<file path="src/rtl/xadc_drp_responder.sv">
// rtl/xadc_drp_responder.sv - XADC-compatible DRP responder with periodic temperature conversion
module xadc_drp_responder #(
    parameter int CONV_CYCLES = 100,
    parameter int RD_LATENCY  = 4
) (
    input  logic        clk,
    input  logic        rst,
    input  logic [6:0]  daddr_in,
    input  logic        den_in,
    input  logic        dwe_in,
    input  logic [15:0] di_in,
    output logic [15:0] do_out,
    output logic        drdy_out,
    output logic        eoc_out,
    input  logic [11:0] sample_in,
    output logic        err_out
);

    localparam int CW = (CONV_CYCLES > 1) ? $clog2(CONV_CYCLES) : 1;
    localparam int LW = (RD_LATENCY > 1) ? $clog2(RD_LATENCY) : 1;
    localparam logic [CW-1:0] CONV_LAST = CW'(CONV_CYCLES - 1);
    localparam logic [LW-1:0] LAT_LOAD  = LW'(RD_LATENCY - 1);

    localparam logic [0:0] S_IDLE = 1'b0;
    localparam logic [0:0] S_WAIT = 1'b1;

    logic [CW-1:0] conv_cnt_q, conv_cnt_d;
    logic          eoc_q, eoc_d;
    logic [15:0]   temp_q, temp_d;
    logic [15:0]   max_q, max_d;
    logic [15:0]   min_q, min_d;
    logic [15:0]   cfg0_q, cfg0_d;
    logic [15:0]   cfg1_q, cfg1_d;
    logic [15:0]   cfg2_q, cfg2_d;
    logic [0:0]    state_q, state_d;
    logic [LW-1:0] lat_q, lat_d;
    logic [6:0]    addr_q, addr_d;
    logic          we_q, we_d;
    logic [15:0]   wdata_q, wdata_d;
    logic [15:0]   do_q, do_d;
    logic          drdy_q, drdy_d;
    logic          err_q, err_d;

    logic          conv_done;
    logic [15:0]   new_sample;
    logic [15:0]   rd_data;

    assign conv_done  = (conv_cnt_q == CONV_LAST);
    assign new_sample = {sample_in, 4'h0};

    // Read mux uses the registered (pre-update) values, so a read completing on
    // a conversion edge returns the old sample.
    always_comb begin
        rd_data = 16'h0000;
        case (addr_q)
            7'h00:   rd_data = temp_q;
            7'h20:   rd_data = max_q;
            7'h24:   rd_data = min_q;
            7'h40:   rd_data = cfg0_q;
            7'h41:   rd_data = cfg1_q;
            7'h42:   rd_data = cfg2_q;
            default: rd_data = 16'h0000;
        endcase
    end

    always_comb begin
        conv_cnt_d = conv_done ? '0 : conv_cnt_q + 1'b1;
        eoc_d      = conv_done;
        temp_d     = temp_q;
        max_d      = max_q;
        min_d      = min_q;
        cfg0_d     = cfg0_q;
        cfg1_d     = cfg1_q;
        cfg2_d     = cfg2_q;
        state_d    = state_q;
        lat_d      = lat_q;
        addr_d     = addr_q;
        we_d       = we_q;
        wdata_d    = wdata_q;
        do_d       = do_q;
        drdy_d     = 1'b0;
        err_d      = err_q;

        if (conv_done) begin
            temp_d = new_sample;
            if (new_sample > max_q) max_d = new_sample;
            if (new_sample < min_q) min_d = new_sample;
        end

        case (state_q)
            S_IDLE: begin
                if (den_in) begin
                    addr_d  = daddr_in;
                    we_d    = dwe_in;
                    wdata_d = di_in;
                    lat_d   = LAT_LOAD;
                    state_d = S_WAIT;
                end
            end
            default: begin
                if (den_in) err_d = 1'b1;
                if (lat_q == '0) begin
                    drdy_d  = 1'b1;
                    state_d = S_IDLE;
                    if (we_q) begin
                        do_d = 16'h0000;
                        case (addr_q)
                            7'h40:   cfg0_d = wdata_q;
                            7'h41:   cfg1_d = wdata_q;
                            7'h42:   cfg2_d = wdata_q;
                            default: ;
                        endcase
                    end else begin
                        do_d = rd_data;
                    end
                end else begin
                    lat_d = lat_q - 1'b1;
                end
            end
        endcase
    end

    always_ff @(posedge clk or posedge rst) begin
        if (rst) begin
            conv_cnt_q <= '0;
            eoc_q      <= 1'b0;
            temp_q     <= 16'h0000;
            max_q      <= 16'h0000;
            min_q      <= 16'hFFFF;
            cfg0_q     <= 16'h0000;
            cfg1_q     <= 16'h0000;
            cfg2_q     <= 16'h0000;
            state_q    <= S_IDLE;
            lat_q      <= '0;
            addr_q     <= 7'h00;
            we_q       <= 1'b0;
            wdata_q    <= 16'h0000;
            do_q       <= 16'h0000;
            drdy_q     <= 1'b0;
            err_q      <= 1'b0;
        end else begin
            conv_cnt_q <= conv_cnt_d;
            eoc_q      <= eoc_d;
            temp_q     <= temp_d;
            max_q      <= max_d;
            min_q      <= min_d;
            cfg0_q     <= cfg0_d;
            cfg1_q     <= cfg1_d;
            cfg2_q     <= cfg2_d;
            state_q    <= state_d;
            lat_q      <= lat_d;
            addr_q     <= addr_d;
            we_q       <= we_d;
            wdata_q    <= wdata_d;
            do_q       <= do_d;
            drdy_q     <= drdy_d;
            err_q      <= err_d;
        end
    end

    assign do_out   = do_q;
    assign drdy_out = drdy_q;
    assign eoc_out  = eoc_q;
    assign err_out  = err_q;

endmodule

</file>
<file path="config.mk">
export PLATFORM = sky130hd
export DESIGN_NAME = xadc_drp_responder
export DESIGN_NICKNAME = d
export VERILOG_FILES = /design/src/rtl/xadc_drp_responder.sv
export SDC_FILE = /design/constraint.sdc
export NUM_CORES = 1
export LEC_CHECK = 0
export BUFFER_PORTS_ARGS = -buffer_cell sky130_fd_sc_hd__buf_2
export CAP_MARGIN = 10
export CORE_UTILIZATION = 55
export DETAILED_ROUTE_END_ITERATION = 7
export HOLD_SLACK_MARGIN = 0.05
export PLACE_DENSITY = 0.76
export REMOVE_ABC_BUFFERS = 1
export SETUP_SLACK_MARGIN = 0.3
export SLEW_MARGIN = 0
export SYNTH_ARGS = -nofsm -noshare
export SYNTH_HDL_FRONTEND = slang
export SYNTH_SLANG_ARGS = --single-unit
</file>
<file path="constraint.sdc">
create_clock -name clk -period 11.02 [get_ports clk]
set_input_delay 2.204 -clock clk [delete_from_list [all_inputs] [get_ports clk]]
set_output_delay 2.204 -clock clk [all_outputs]
set_load 0.02 [all_outputs]
</file>
**Yosys cells after proc, flatten, opt, wreduce, memory -nomap -nowiden**

Index checks and enable logic that the tools add are counted.

- Flip-flop bits (word level): 141
- Input port bits: 39
- Output and inout bits: 19
- Word-level logic and storage cells: 51

- $add $sub $neg: 2
- Order comparisons: 2
- Equality and inequality tests: 7
- Mux-type cells: 11
- Bitwise gates (word level): 1
- Reductions and logical operators: 12

Operator list:

| cell | count |
|---|---|
| $pmux W16 S6 | 1 |
| $eq A7 B7 Y1 const B | 4 |
| $gt A16 B16 Y1 | 1 |
| $lt A16 B16 Y1 | 1 |
| $mux W16 | 1 |
| $eq A7 B6 Y1 const B | 2 |
| $reduce_and A2 Y1 | 6 |
| $reduce_and A4 Y1 | 3 |
| $add A7 B1 Y7 const B | 1 |
| $logic_not A7 Y1 | 1 |
| $mux W7 | 1 |
| $mux W2 | 3 |
| $mux W1 | 5 |
| $logic_not A2 Y1 | 1 |
| $ne A2 B2 Y1 const B | 1 |
| $reduce_bool A2 Y1 | 1 |
| $sub A2 B1 Y2 const B | 1 |
| $not A1 Y1 | 1 |

**Longest topological paths before layout**

Gate-level depths: netlist of run 1.

- Depth in word-level cells: 3
- Gate-level depth with buffers: 9
- Mapped depth without buffers: 8

**Worst setup path before layout of run 1**

No wires, ideal clock.

- Path type: input port to flip-flop
- From: input sample_in[3]
- To: register max_q[10]
- Setup time: 125 ps
- Arrival time: 3,949 ps
- Required time: 10,895 ps
- Slack: 6,947 ps
- Stages: 7
- Buffers on the path: 1
- Cell sequence: ha_1 and3_1 nor2b_1 o31a_1 o41ai_2 buf_2 mux2_2

- Word-level cells in the longest chain between the ends: 2

Ends and longest elaborated chain:

| item | RTL line | text |
|---|---|---|
| start: declaration | 15 | `input logic [11:0] sample_in,` |
| $gt A16 B16 Y1 | 86 | `if (new_sample > max_q) max_d = new_sample;` |
| $reduce_and A2 Y1 (no source line) | n/a |  |
| end signal: assignment | 145 | `max_q <= max_d;` |
| end: declaration | 30 | `logic [15:0] max_q, max_d;` |

Every way passes these cells.
A chain may end at the register's enable or synchronous reset.

**Final worst setup path of run 1**

- From: input sample_in[9]
- To: register min_q[13]

- Word-level cells in the longest chain between the ends: 2

Ends and longest elaborated chain:

| item | RTL line | text |
|---|---|---|
| $lt A16 B16 Y1 | 87 | `if (new_sample < min_q) min_d = new_sample;` |
| $reduce_and A2 Y1 (no source line) | n/a |  |
| end signal: assignment | 146 | `min_q <= min_d;` |
| end: declaration | 31 | `logic [15:0] min_q, min_d;` |

Parallel ways exist; a longest one is shown, timed or not.

==> results.tsv, run 1 <==
stage	metric	value	unit
job	Max Cap Viol	0	
timing	Max Slew Vio Count	0	
setup_path	Critical Path Slowest Stage Cell	nor3_2	
timing	final hold vios	0	
global_routing	GR Overflow Total	0	
setup_path	slowest cell delay on critical path	0.81	ns
cells_and_area	sequential standard cell area	3470	µm²
route	DRT iter0 DRCs	152	
cells_and_area	Area Growth Syn to Fin	14.9	%
route	met3 wire length	496	µm
timing	Final setup viols	0	
cells_and_area	Fillers	901	
floorplanning	Rows	39	
route	DRT Pass-1 Iters	4	
synth	Post-Syn Area	6440	µm²
cts	clock root cell	clkbuf_16	
power_and_ir_drop	Leak Pwr	3.58	nW
cells_and_area	Final Non-Filler Cells	751	
setup_path	most used cell, CP	a21o_1	
global_routing	first-pass GRT wire length	21.6	mm
run_status	outcome	finished, final reports clean	
cells_and_area	ratio of cells with drive above 1 in the final layout	31.9	%
synth	Ys Warns	0	
timing	worst slew pin tran	1.01	ns
cells_and_area	fin area	7410	µm²
cts	Max Root-Sink Buffers	2	
cts	Clk Latency, worst-skew pair	0.42	ns
timing	setup TNS after final layout	0	ns
floorplanning	starting density of the core	56.4	%
setup_path	delay-heaviest family, CP	simple AND/OR/NAND/NOR gates	
cells_and_area	area of the multi-input gates	2760	µm²
synth	Mapped Cells	535	
route	highest routed layer	met4	
synth	sequential area share after synthesis	53.8	%
setup_path	CP max FO	13	
cts	clk sink count	138	
timing	RSZ-0062 raised after global routing	no	
cts	CTS tree	yes	
cts	hold_buf cts	0	
worst_hold_path	Hold Path Class	reg2reg	
cts	number of setup buffers added after CTS	0	
floorplanning	core box area	11400	µm²
setup_path	Critical Path Source Type	input port	
setup_path	cells along the critical path	buf_2 > ha_1 > a21o_1 > a21o_1 > a211o_1 > nor3_2 > mux2_2	
floorplanning	die area	12200	µm²
cts	CTS Buf Count	17	
placed_design	gpl congestion	0.842	
global_routing	GR Util All Layers	24.2	%
route	DR WL/cell	17.5	µm
timing	Max Freq	239	MHz
route	residual DRC count	0	
timing	slew margin rel.	32.8	%
power_and_ir_drop	Max VDD drop	0.126	mV
route	Detail Route Antenna Nets	0	
floorplanning	Die W	110	µm
route	Vias/cell	5.70	
global_routing	initial antenna violation count	0	
placed_design	placed cell count	719	
route	Routed met2 length	6.52	mm
floorplanning	# IOs	58	
placed_design	port bufs	57	
global_routing	vias in the first global route	4353	
synth	syn_area_per_cell	12.0	µm²
cells_and_area	Layout Nets	660	
global_routing	largest net degree at the start of global routing	84	
timing	minimum clock period	4.18	ns
synth	Yosys reg bits	138	
synth	Synth cell types	42	
cells_and_area	# diodes	0	
timing	Layout Skew	0.00650	ns
route	met1 WL	5.94	mm
setup_path	worst path required time	11.36	ns
route	final wirelength	13.1	mm
floorplanning	Die Y	110	µm
timing	fin crit share	38.0	%
placed_design	Placed Instance Area	6870	µm²
route	Via Count	4280	
setup_path	WP data arrival	4.53	ns
placed_design	Detailed Place HPWL	8.94	mm
cts	CTS H-Tree Depth	4	
setup_path	CP Capture Type	register	
cts	post-CTS sizing	0	
setup_path	Setup Crit Path Kind	in2reg	
setup_path	WP buf/inv	1	
cts	Clk pin slew, worst setup/hold paths	0.06	ns
power_and_ir_drop	Power Density	205	nW/µm²
[kinds of logic after synthesis]
kind of cell               Yosys count  share of synthesized area, %
AOI/OAI and AO/OA                   77                          8.35
buffers and inverters               55                          3.42
muxes                              123                          20.9
xor gates and xnor gates             4                         0.544
DFF                                138                          53.8
adders and majority gates           26                          5.05
and+or+nand+nor                    112                          7.86
[cell usage in the layout (no fill, tap or decap), types with 3 or more instances in the layout]
master and count:
dfrtp_1 125, mux2_2 86, nand2_1 69, buf_2 57, inv_1 31, mux2i_1 29
ha_1 26, o21ai_0 19, clkbuf_16 17, nor2_1 16, dfstp_2 13, a22oi_1 12
o221ai_1 12, a21oi_1 10, clkbuf_1 9, mux2_1 8, buf_4 7, a21o_1 6
nand3_1 6, nor2b_1 5, nand4_1 4, a22o_1 4, and3_1 3, a31oi_1 3
xnor2_1 3, clkbuf_8 3
[stage by stage]
stage | util, % | hold slack, ns | worst slack (ns) | total power, W
final | 64.9 | 0.455 | 6.84 | 0.00152
after global routing | 64.9 | 0.481 | 6.73 | 0.00159
after CTS | 64.9 | 0.460 | 6.81 | 0.00153
after detailed placement | 60.1 | 0.440 | 6.39 | 0.00101
after global placement | 60.1 | 0.434 | 6.39 | 0.000987
after floorplan | - | 0.446 | 5.14 | 0.000891
[synthesized netlist by cell type, drive strengths merged]
master | instances | area [µm²]
dfrtp | 125 | 3130
mux2 | 94 | 1060
nand2 | 69 | 259
inv | 32 | 120
mux2i | 29 | 290
ha | 26 | 325
o21ai | 19 | 95.1
nor2 | 16 | 60.1
clkbuf | 13 | 48.8
dfstp | 13 | 342
a22oi | 12 | 90.1
o221ai | 12 | 105
a21oi | 10 | 50.1
buf | 10 | 51.3
nand3 | 7 | 40.0
a21o | 6 | 45.0
nor2b | 6 | 37.5
a22o | 4 | 35.0
nand4 | 4 | 25.0
a31oi | 3 | 18.8
and3 | 3 | 18.8
nor3 | 3 | 20.0
xnor2 | 3 | 26.3
a21boi | 2 | 15.0
a41oi | 2 | 17.5
a211o | 1 | 8.76
a211oi | 1 | 7.51
a311oi | 1 | 8.76
nand3b | 1 | 11.3
nor3b | 1 | 7.51
nor4 | 1 | 12.5
nor4b | 1 | 15.0
o2111ai | 1 | 8.76
o21a | 1 | 7.51
o31a | 1 | 8.76
o41ai | 1 | 16.3
xor2 | 1 | 8.76
[per-layer routing]
metal | up-vias | GRT usage (%)
li1 | 2019 | -
met3 | 13 | 6.11
met4 | 0 | 8.08
met5 | - | 0
met2 | 88 | 39.6
met1 | 2160 | 31.4
[worst register-to-register path, cell delays in order (launching register included)]
cell and delay (ns):
dfrtp_1 0.45, nor4b_2 0.33, nand3_2 0.36, a211o_1 0.41
nor3_2 0.81, mux2_2 0.42
[registers in the layout, summed over array words and instances, names as in the netlist]
signal and count:
max_q 12, do_out 16, addr_q 7, eoc_out 1
drdy_out 1, cfg1_q 16, lat_q 2, cfg2_q 16
wdata_q 16, err_out 1, temp_q 12, conv_cnt_q 7
we_q 1, min_q 13, state_q 1, cfg0_q 16
[final timing paths]
check	startpoint	to	slack, ns	cells past startpoint
hold reg to reg	err_out	err_out	0.46	1
hold / removal	err_out	err_out	0.46	1
setup reg to reg	conv_cnt_q[2]	min_q[13]	8.19	5
max in group asynchronous	rst	cfg1_q[4]	7.66	3
min in group asynchronous	rst	conv_cnt_q[2]	1.90	2
setup / recovery	sample_in[9]	min_q[13]	6.84	7
[cell type report]
cell class	count	share of cell area, %
clock inverters	3	0.541
inverters	32	1.66
multi-input cells	342	37.2
well taps	143	2.42
flip-flops and latches	138	46.8
clock buffers	29	6.76
repair buffers	64	4.56
[report_power, final]
group          total [W]  internal, W  switching (W)
registers       0.000688     0.000598      0.0000896
logic           0.000309     0.000150       0.000159
clock network   0.000523     0.000328       0.000195
total            0.00152      0.00108       0.000444
(Power assumes the default switching activity.)
==> run 2: changes to the inputs <==
CORE_UTILIZATION = 54   (was 55)
PLACE_DENSITY = 0.77   (was 0.76)
clock period = 3.8 ns   (was 11.02 ns; I/O delays follow)
==> run 2 against run 1 <==
The run now ends with design-rule violations left. Clock power increased to 3.3 times the previous value. Hold slack improved by 0.0039 ns. Wire length increased by 5.3%. Via count increased by 0.77%. Critical endpoint is now min_q[15]. Largest cell class unchanged. Largest power group unchanged.
==> results.tsv, run 2 (same netlist as run 1, synthesis figures left out) <==
stage	metric	value	unit
power_and_ir_drop	Max VDD drop	0.489	mV
setup_path	most used cell, CP	a21o_1	
setup_path	Setup Crit Path Kind	reg2reg	
floorplanning	Rows	39	
placed_design	gpl congestion	0.883	
route	Via Count	4313	
cts	Clk Latency, worst-skew pair	0.43	ns
job	Max Cap Viol	0	
cts	hold_buf cts	0	
global_routing	largest net degree at the start of global routing	63	
global_routing	GR Overflow Total	0	
route	DRT iter0 DRCs	199	
cts	number of setup buffers added after CTS	0	
route	Detail Route Antenna Nets	0	
cells_and_area	Area Growth Syn to Fin	16.5	%
route	DRT Pass-1 Iters	6	
timing	hold slack	0.459	ns
run_status	failing checks	design-rule violations	
timing	Max Slew Vio Count	0	
route	Vias/cell	5.71	
cells_and_area	ratio of cells with drive above 1 in the final layout	33.0	%
global_routing	met1 Usage GRT	31.9	%
global_routing	gr busiest metal	met2	
cells_and_area	fin area	7510	µm²
run_status	outcome	complete, but fails checks	
setup_path	cells along the critical path	inv_1 > ha_1 > a21o_1 > a21o_1 > a211o_1 > nor3_2 > buf_4 > mux2_2	
setup_path	delay-heaviest family, CP	compound AO/OA/AOI/OAI gates	
setup_path	CP Capture Type	register	
cells_and_area	area of the multi-input gates	2760	µm²
setup_path	Critical Path Source Type	register	
floorplanning	Die W	111	µm
cells_and_area	sequential standard cell area	3470	µm²
timing	slew margin rel.	42.3	%
setup_path	Critical Path Slowest Stage Cell	dfstp_2	
setup_path	WP buf/inv	2	
cells_and_area	Fillers	887	
worst_hold_path	Hold Path Class	reg2reg	
setup_path	worst path required time	4.15	ns
cts	CTS tree	yes	
timing	RSZ-0062 raised after global routing	no	
global_routing	vias in the first global route	4541	
cts	Max Root-Sink Buffers	2	
global_routing	first-pass GRT wire length	23.2	mm
setup_path	slowest cell delay on critical path	0.54	ns
cts	clock root cell	clkbuf_16	
cts	CTS H-Tree Depth	4	
route	residual DRC count	6	
global_routing	GR Util met2	40.6	%
global_routing	grt met3 use	6.07	%
global_routing	GR Util All Layers	24.6	%
timing	fin crit share	72.3	%
cells_and_area	Layout Nets	664	
timing	Layout Skew	0.00864	ns
cts	clk sink count	138	
floorplanning	# IOs	58	
floorplanning	core box area	11500	µm²
floorplanning	Die Y	111	µm
placed_design	Detailed Place HPWL	9.24	mm
power_and_ir_drop	Leak Pwr	3.63	nW
setup_path	CP max FO	7	
cells_and_area	# diodes	0	
global_routing	initial antenna violation count	0	
placed_design	port bufs	57	
timing	final hold vios	0	
timing	minimum clock period	2.75	ns
cells_and_area	most common cell after layout, fill and taps aside	dfrtp_1	
placed_design	Placed Instance Area	6900	µm²
power_and_ir_drop	Tot Pwr	0.00465	W
setup_path	WP data arrival	3.10	ns
timing	Max Freq	364	MHz
floorplanning	starting density of the core	56.0	%
route	DR WL/cell	18.3	µm
route	final wirelength	13.8	mm
cts	Clk pin slew, worst setup/hold paths	0.06	ns
cts	post-CTS sizing	0	
cells_and_area	most frequent cells in the layout	125 x dfrtp_1, 86 x mux2_2, 69 x nand2_1	
timing	Final setup viols	0	
timing	worst slew pin tran	0.865	ns
power_and_ir_drop	Power Density	619	nW/µm²
cts	CTS Buf Count	17	
floorplanning	die area	12400	µm²
run 2: layout make-up:
type | count | area share [%]
multi-input combinational | 342 | 36.7
clock inverter | 8 | 1.90
inverter | 32 | 1.63
timing repair buffer | 68 | 4.90
tap | 143 | 2.38
sequential | 138 | 46.2
clock buffer | 24 | 6.28
run 2: layer usage:
layer  up-vias  wire length (µm)
met5         -                 0
met3        20               404
met2        76              6970
li1       2027                 -
met1      2190              6200
met4         0               239
run 2: stage by stage:
stage                     utilization, %  setup TNS (ns)  instances  worst slack (ns)
after detailed placement            59.9               0        723             0.716
after global routing                65.2               0        755             0.830
final                               65.2               0        755              1.05
after floorplan                        -          -79.33        512            -0.635
after global placement              59.9               0        723             0.829
after CTS                           65.2               0        755              1.06
run 2: where the power goes:
group	switching, W	leakage (nW)	internal [W]	total, W
registers	0.000285	1.74	0.00173	0.00202
clock network	0.000602	0.298	0.00113	0.00173
logic	0.000453	1.60	0.000445	0.000898
total	0.00134	3.63	0.00331	0.00465
run 2: worst paths after layout:
kind,start,to,slack [ns],depth (start not counted)
worst max-delay path,min_q[13],min_q[15],1.05,8
worst max register to register,min_q[13],min_q[15],1.05,8
max in group asynchronous,rst,cfg2_q[4],2.35,3
worst min-delay path,err_out,err_out,0.46,1
min in group asynchronous,rst,eoc_out,0.48,2
worst min register to register,err_out,err_out,0.46,1
